`config.mk`:
```
export PLATFORM = sky130hd
export DESIGN_NAME = apb_master_bridge
export DESIGN_NICKNAME = d
export VERILOG_FILES = /design/src/rtl/apb_master_bridge.sv
export SDC_FILE = /design/constraint.sdc
export NUM_CORES = 1
export LEC_CHECK = 0
export CAP_MARGIN = 20
export CORE_MARGIN = 4
export CORE_UTILIZATION = 53
export CTS_BUF_LIST = sky130_fd_sc_hd__clkbuf_16
export DETAILED_ROUTE_END_ITERATION = 7
export GPL_TIMING_DRIVEN = 0
export PLACE_DENSITY = 0.82
export SETUP_SLACK_MARGIN = 0.4
export SLEW_MARGIN = 20
export SYNTH_ARGS = -nofsm -noshare
export SYNTH_HDL_FRONTEND = slang
export SYNTH_SLANG_ARGS = --single-unit
```
`constraint.sdc`:
```
create_clock -name PCLK -period 2.65 [get_ports PCLK]
set_clock_uncertainty 0.15 [all_clocks]
set_input_delay 0.53 -clock PCLK [delete_from_list [all_inputs] [get_ports PCLK]]
set_output_delay 0.53 -clock PCLK [all_outputs]
set_load 0.03 [all_outputs]
```
`src/rtl/apb_master_bridge.sv`:
```
// APB4 master: CPU-side commands are queued in a FIFO and replayed as SETUP/ACCESS transfers,
// with one response per command (slave error, decode error or ACCESS timeout reported).
module apb_master_bridge #(
  parameter int ADDR_W     = 9,
  parameter int DATA_W     = 8,
  parameter int NUM_SLV    = 2,
  parameter int FIFO_DEPTH = 4,
  parameter int TIMEOUT    = 16,
  localparam int STRB_W    = DATA_W / 8
) (
  input  logic                      PCLK,
  input  logic                      PRESET,
  input  logic                      cmd_valid,
  output logic                      cmd_ready,
  input  logic                      cmd_write,
  input  logic [ADDR_W-1:0]         cmd_addr,
  input  logic [DATA_W-1:0]         cmd_wdata,
  input  logic [STRB_W-1:0]         cmd_strb,
  output logic                      rsp_valid,
  input  logic                      rsp_ready,
  output logic [DATA_W-1:0]         rsp_rdata,
  output logic                      rsp_err,
  output logic                      rsp_timeout,
  output logic [NUM_SLV-1:0]        PSEL,
  output logic                      PENABLE,
  output logic                      PWRITE,
  output logic [ADDR_W-1:0]         PADDR,
  output logic [DATA_W-1:0]         PWDATA,
  output logic [STRB_W-1:0]         PSTRB,
  input  logic [NUM_SLV-1:0]        PREADY,
  input  logic [NUM_SLV*DATA_W-1:0] PRDATA,
  input  logic [NUM_SLV-1:0]        PSLVERR
);

  localparam int SEL_W = (NUM_SLV > 1) ? $clog2(NUM_SLV) : 1;
  localparam int PTR_W = (FIFO_DEPTH > 1) ? $clog2(FIFO_DEPTH) : 1;
  localparam int CNT_W = PTR_W + 1;
  localparam int ENT_W = 1 + ADDR_W + DATA_W + STRB_W;
  localparam int TO_W  = (TIMEOUT > 0) ? $clog2(TIMEOUT + 1) : 1;
  localparam logic [TO_W-1:0]  TO_LAST  = TO_W'((TIMEOUT > 0) ? TIMEOUT - 1 : 0);
  localparam logic [CNT_W-1:0] FULL_CNT = CNT_W'(FIFO_DEPTH);

  typedef enum logic [1:0] {S_IDLE, S_SETUP, S_ACCESS, S_RESP} state_t;

  state_t            state_q;
  logic [TO_W-1:0]   to_cnt_q;

  logic [ENT_W-1:0]  mem_q [FIFO_DEPTH];
  logic [PTR_W-1:0]  wr_ptr_q, wr_ptr_d;
  logic [PTR_W-1:0]  rd_ptr_q, rd_ptr_d;
  logic [CNT_W-1:0]  count_q, count_d;
  logic              fifo_push, fifo_pop, fifo_empty;

  logic              head_write;
  logic [ADDR_W-1:0] head_addr;
  logic [DATA_W-1:0] head_wdata;
  logic [STRB_W-1:0] head_strb;
  logic [SEL_W-1:0]  head_idx;
  logic              head_dec_err;
  logic [NUM_SLV-1:0] head_onehot;

  logic [DATA_W-1:0] prdata_masked [NUM_SLV];
  logic [DATA_W-1:0] prdata_sel;
  logic              pready_sel, pslverr_sel, to_hit;

  // ---------------- command FIFO ----------------
  assign fifo_empty = (count_q == '0);
  assign cmd_ready  = (count_q != FULL_CNT);
  assign fifo_push  = cmd_valid && cmd_ready;
  // A command is launched only when the bus side is free: from IDLE or on the response handshake.
  assign fifo_pop   = !fifo_empty &&
                      ((state_q == S_IDLE) || ((state_q == S_RESP) && rsp_ready));

  always_comb begin
    wr_ptr_d = wr_ptr_q;
    rd_ptr_d = rd_ptr_q;
    count_d  = count_q;
    if (fifo_push) wr_ptr_d = wr_ptr_q + 1'b1;
    if (fifo_pop)  rd_ptr_d = rd_ptr_q + 1'b1;
    case ({fifo_push, fifo_pop})
      2'b10:   count_d = count_q + 1'b1;
      2'b01:   count_d = count_q - 1'b1;
      default: count_d = count_q;
    endcase
  end

  always_ff @(posedge PCLK) begin
    if (fifo_push) mem_q[wr_ptr_q] <= {cmd_write, cmd_addr, cmd_wdata, cmd_strb};
  end

  always_ff @(posedge PCLK) begin
    if (PRESET) begin
      wr_ptr_q <= '0;
      rd_ptr_q <= '0;
      count_q  <= '0;
    end else begin
      wr_ptr_q <= wr_ptr_d;
      rd_ptr_q <= rd_ptr_d;
      count_q  <= count_d;
    end
  end

  assign {head_write, head_addr, head_wdata, head_strb} = mem_q[rd_ptr_q];
  assign head_idx     = head_addr[ADDR_W-1 -: SEL_W];
  assign head_dec_err = (32'(head_idx) >= NUM_SLV);
  assign head_onehot  = NUM_SLV'(1) << head_idx;

  // ---------------- selected-slave return path ----------------
  genvar gi;
  generate
    for (gi = 0; gi < NUM_SLV; gi++) begin : g_rdata
      assign prdata_masked[gi] = PRDATA[gi*DATA_W +: DATA_W] & {DATA_W{PSEL[gi]}};
    end
  endgenerate

  always_comb begin
    prdata_sel = '0;
    for (int i = 0; i < NUM_SLV; i++) prdata_sel = prdata_sel | prdata_masked[i];
  end

  assign pready_sel  = |(PREADY & PSEL);
  assign pslverr_sel = |(PSLVERR & PSEL);
  assign to_hit      = (TIMEOUT > 0) && (to_cnt_q == TO_LAST);

  // ---------------- transfer FSM ----------------
  always_ff @(posedge PCLK) begin
    if (PRESET) begin
      state_q     <= S_IDLE;
      to_cnt_q    <= '0;
      PSEL        <= '0;
      PENABLE     <= 1'b0;
      PWRITE      <= 1'b0;
      PADDR       <= '0;
      PWDATA      <= '0;
      PSTRB       <= '0;
      rsp_valid   <= 1'b0;
      rsp_rdata   <= '0;
      rsp_err     <= 1'b0;
      rsp_timeout <= 1'b0;
    end else begin
      case (state_q)
        S_SETUP: begin
          state_q  <= S_ACCESS;
          PENABLE  <= 1'b1;
          to_cnt_q <= '0;
        end
        S_ACCESS: begin
          // PREADY in the last allowed cycle takes priority over the timeout abort.
          if (pready_sel) begin
            state_q     <= S_RESP;
            PSEL        <= '0;
            PENABLE     <= 1'b0;
            rsp_valid   <= 1'b1;
            rsp_rdata   <= PWRITE ? '0 : prdata_sel;
            rsp_err     <= pslverr_sel;
            rsp_timeout <= 1'b0;
          end else if (to_hit) begin
            state_q     <= S_RESP;
            PSEL        <= '0;
            PENABLE     <= 1'b0;
            rsp_valid   <= 1'b1;
            rsp_rdata   <= '0;
            rsp_err     <= 1'b1;
            rsp_timeout <= 1'b1;
          end else begin
            to_cnt_q <= to_cnt_q + 1'b1;
          end
        end
        S_RESP: begin
          if (rsp_ready) begin
            rsp_valid <= 1'b0;
            state_q   <= S_IDLE;
          end
        end
        default: ;
      endcase

      // Launch overrides the case above (shared by IDLE and the RESP handshake).
      if (fifo_pop) begin
        to_cnt_q <= '0;
        if (head_dec_err) begin
          state_q     <= S_RESP;
          PSEL        <= '0;
          rsp_valid   <= 1'b1;
          rsp_rdata   <= '0;
          rsp_err     <= 1'b1;
          rsp_timeout <= 1'b0;
        end else begin
          state_q <= S_SETUP;
          PSEL    <= head_onehot;
          PWRITE  <= head_write;
          PADDR   <= head_addr;
          PWDATA  <= head_wdata;
          PSTRB   <= head_write ? head_strb : '0;
        end
      end
    end
  end

endmodule

```
==> reports/metrics.csv <==
stage,metric,value,unit
hold_path,Hold Path Class,reg -> reg,
detailed_routing,DRC viols,0,
sta,fmax,461,MHz
clock_tree,Num CTS Buffers,17,
synthesis,sequential share of the synthesized area,64.8,%
worst_setup_path,Worst setup SP type,flop,
global_route,antenna violations before repair,0,
outcome,status,"complete, no violations",
worst_setup_path,arrival time worst endpoint,1490,ps
synthesis,Mean Syn Cell Area,13.8,µm²
detailed_routing,Detailed Routing Iterations Pass 1,5,
worst_setup_path,"Cell Chain, Critical Path","or3b_4, buf_6, clkbuf_4",
placed_design,RD Place Congestion,0.817,
global_route,number of global-route vias before repair,3768,
synthesis,top cell type's share of synthesized area,45.3,%
pwr,leak pwr,2.29,nW
synthesis,Synth Register Bits,125,
sta,RSZ-0062 raised after global routing,false,
sta,final setup vio count,0,
placed_design,post-DP HPWL,7.15,mm
synthesis,dominant cells by area after synthesis,"edfxtp_1 (45%), dfxtp_1 (19%), mux4_2 (8.5%)",
finish,Layout Nets,518,
sta,final hold vios,0,
synthesis,asr flop ratio synth,0,%
die,DIE WIDTH,106,µm
die,FP Rows,35,
clock_tree,H-tree levels,4,
finish,ANT cells,0,
detailed_routing,final WL,12.1,mm
synthesis,Syn Inst Count,364,
clock_tree,Clock Pin Slew Worst Setup and Hold Paths,60,ps
clock_tree,Clock Path Buffers,2,
synthesis,Unique masters post-synth,52,
clock_tree,clk sinks,125,
worst_setup_path,Max stage delay on crit path,400,ps
clock_tree,clk_lat worst skew,410,ps
worst_setup_path,r2r endpoint,to_cnt_q[3],
worst_setup_path,R2R cell count,6,
die,I/O pins,77,
clock_tree,CTS tree,done,
flow_run,Max Cap Violations,0,
worst_setup_path,r2r startpoint,to_cnt_q[0],
synthesis,syn nets,420,
finish,final core utilization,72.4,%
finish,FILL cells,583,
placed_design,Place WS,-307,ps
worst_setup_path,FF-to-FF setup slack,490,ps
sta,max_slew headroom,28.1,%
die,Core ar.,0.00924,mm²
die,Die Y-Extent,106,µm
synthesis,ys flop type,edfxtp_1,
worst_setup_path,"slowest stage cell, crit path",or3b_4,
sta,Pins Over Slew Limit,0,
worst_setup_path,WP data required,1970,ps
die,starting density of the core,54.5,%
finish,share of layout cells above drive strength 1,18.3,%
hold_path,hold depth,2,
finish,final instance area,0.00669,mm²
placed_design,Placement Cell Area,0.00597,mm²
worst_setup_path,CP startpoint,count_q[0],
detailed_routing,Via density,5.89,
detailed_routing,DRT iter0 DRCs,280,
hold_path,Hold Path Sink,rsp_rdata[5],
pwr,peak supply drop,0.000612,V
sta,Final period util,81.9,%
global_route,All-Layer GR Usage,22.9,%
placed_design,Placed Cells,568,
detailed_routing,drt wl/cell,20.0,µm
die,DIE AREA,0.0111,mm²
synthesis,biggest area consumer among synthesized cells,edfxtp_1,
finish,post-route insts no fill,604,
placed_design,port bufs,75,
detailed_routing,Via Count,3558,
worst_setup_path,CP max FO,10,
finish,Layout area overhead,32.7,%
pwr,pwr/cell area,1080,mW/mm²
global_route,GR Overflow Total,0,
global_route,pin count of the biggest net entering global routing,20,
sta,Slew @ Worst Pin,1080,ps
worst_setup_path,Crit. End Element,output port,
finish,most frequent cells in the layout,"edfxtp_1 (76), clkdlybuf4s50_1 (71), dfxtp_1 (44)",
synthesis,cell area after synthesis,0.00504,mm²
synthesis,Syn. warnings,0,
detailed_routing,"antenna viol nets, final",0,
hold_path,min-delay src,rsp_rdata[5],
finish,"commonest non-fill, non-tap cell in the layout",edfxtp_1,
sta,fin worst setup slack,479,ps
synthesis,Post-synth EDFFs,76,
worst_setup_path,"Worst Path Class, Setup",reg -> out,
sta,Final Critical Period,2170,ps
global_route,first-pass GRT wire length,19.4,mm
clock_tree,Root Driver,clkbuf_16,
metal layers:
layer	vias up	part of all wire, %	GRT usage (%)
met5	-	0	0
met1	1744	40	27.5
met2	158	51	38.8
li1	1625	-	-
met4	0	2.9	11.4
met3	31	6.7	5.33
how the worst max path moves through the flow:
stage	endpoint	slack (ps)	cells after the start
5_1_grt	count_q[2]	420	8
6_report	cmd_ready	480	3
2_1_floorplan	count_q[2]	410	9
3_5_place_dp	count_q[2]	-310	8
3_3_place_gp	count_q[2]	-250	8
4_1_cts	cmd_ready	350	3
cell usage after synthesis (2+ instances only):
cell type   n
o32ai_1     3
a21o_1      3
a22o_1      8
edfxtp_1   76
o21ai_0    31
nand3_1    21
clkbuf_2    2
or3_1       3
o211ai_1    3
nor2_1      4
and3_1      5
mux4_2     19
buf_2       3
a21oi_1    42
a221oi_1    2
buf_4       2
nand4_1     9
inv_1      13
buf_1       3
o221ai_1    2
dfxtp_1    49
or4_1       2
clkbuf_1   14
ha_1       12
nand2_1     6
kinds of logic after synthesis:
family,share of synthesized area [%]
simple gates,6.16
fa+ha+maj,3.38
mux,8.91
buf+inv,3.33
xor+xnor,0.348
compound gates,13.1
flops,64.8
registers in the layout, summed over array words and instances (netlist names), 2 cells and up, named ones only:
signal	flops
PADDR	9
PSEL	2
PWDATA	8
count_q	3
mem_q	76
rd_ptr_q	2
rsp_rdata	8
state_q	2
to_cnt_q	5
wr_ptr_q	2
area by class of cell:
class                   count  area, µm²  share of cell area, %
multi-input cells         200       1680                   25.1
inverters                  14       52.6                  0.786
clock inverters            15        186                   2.79
plain buffers              25        124                   1.85
well taps                 129        161                   2.41
flip-flops and latches    125       3280                   49.0
repair buffers             79        782                   11.7
clock buffers              17        425                   6.36
critical path, delay by kind of cell, from the launching register on:
| kind | cells | cell delay [ps] |
|---|---|---|
| flops | 1 | 370 |
| buf+inv | 2 | 310 |
| simple gates | 1 | 400 |
stage by stage:
stage	power (mW)	hold WS, ps	setup TNS (ps)
detailed placement	4.66	317	-668
global placement	4.61	311	-254
floorplan	3.93	303	0
finish	7.24	324	0
global route	7.55	352	0
CTS	7.18	325	0
power breakdown:
group | internal (mW) | leakage (nW) | switching, mW
clock | 1.49 | 0.295 | 0.889
sequential | 2.37 | 1.10 | 0.178
combinational | 0.927 | 0.892 | 1.38
total | 4.79 | 2.29 | 2.45
repair_timing:
item,4_1_cts,5_1_grt
pin swaps,2,1
setup endpoints to repair,21,12
hold buffers,0,0
gates resized for setup,20,14
buffers inserted,3,1
No activity file was read; power rests on OpenSTA's default activity.
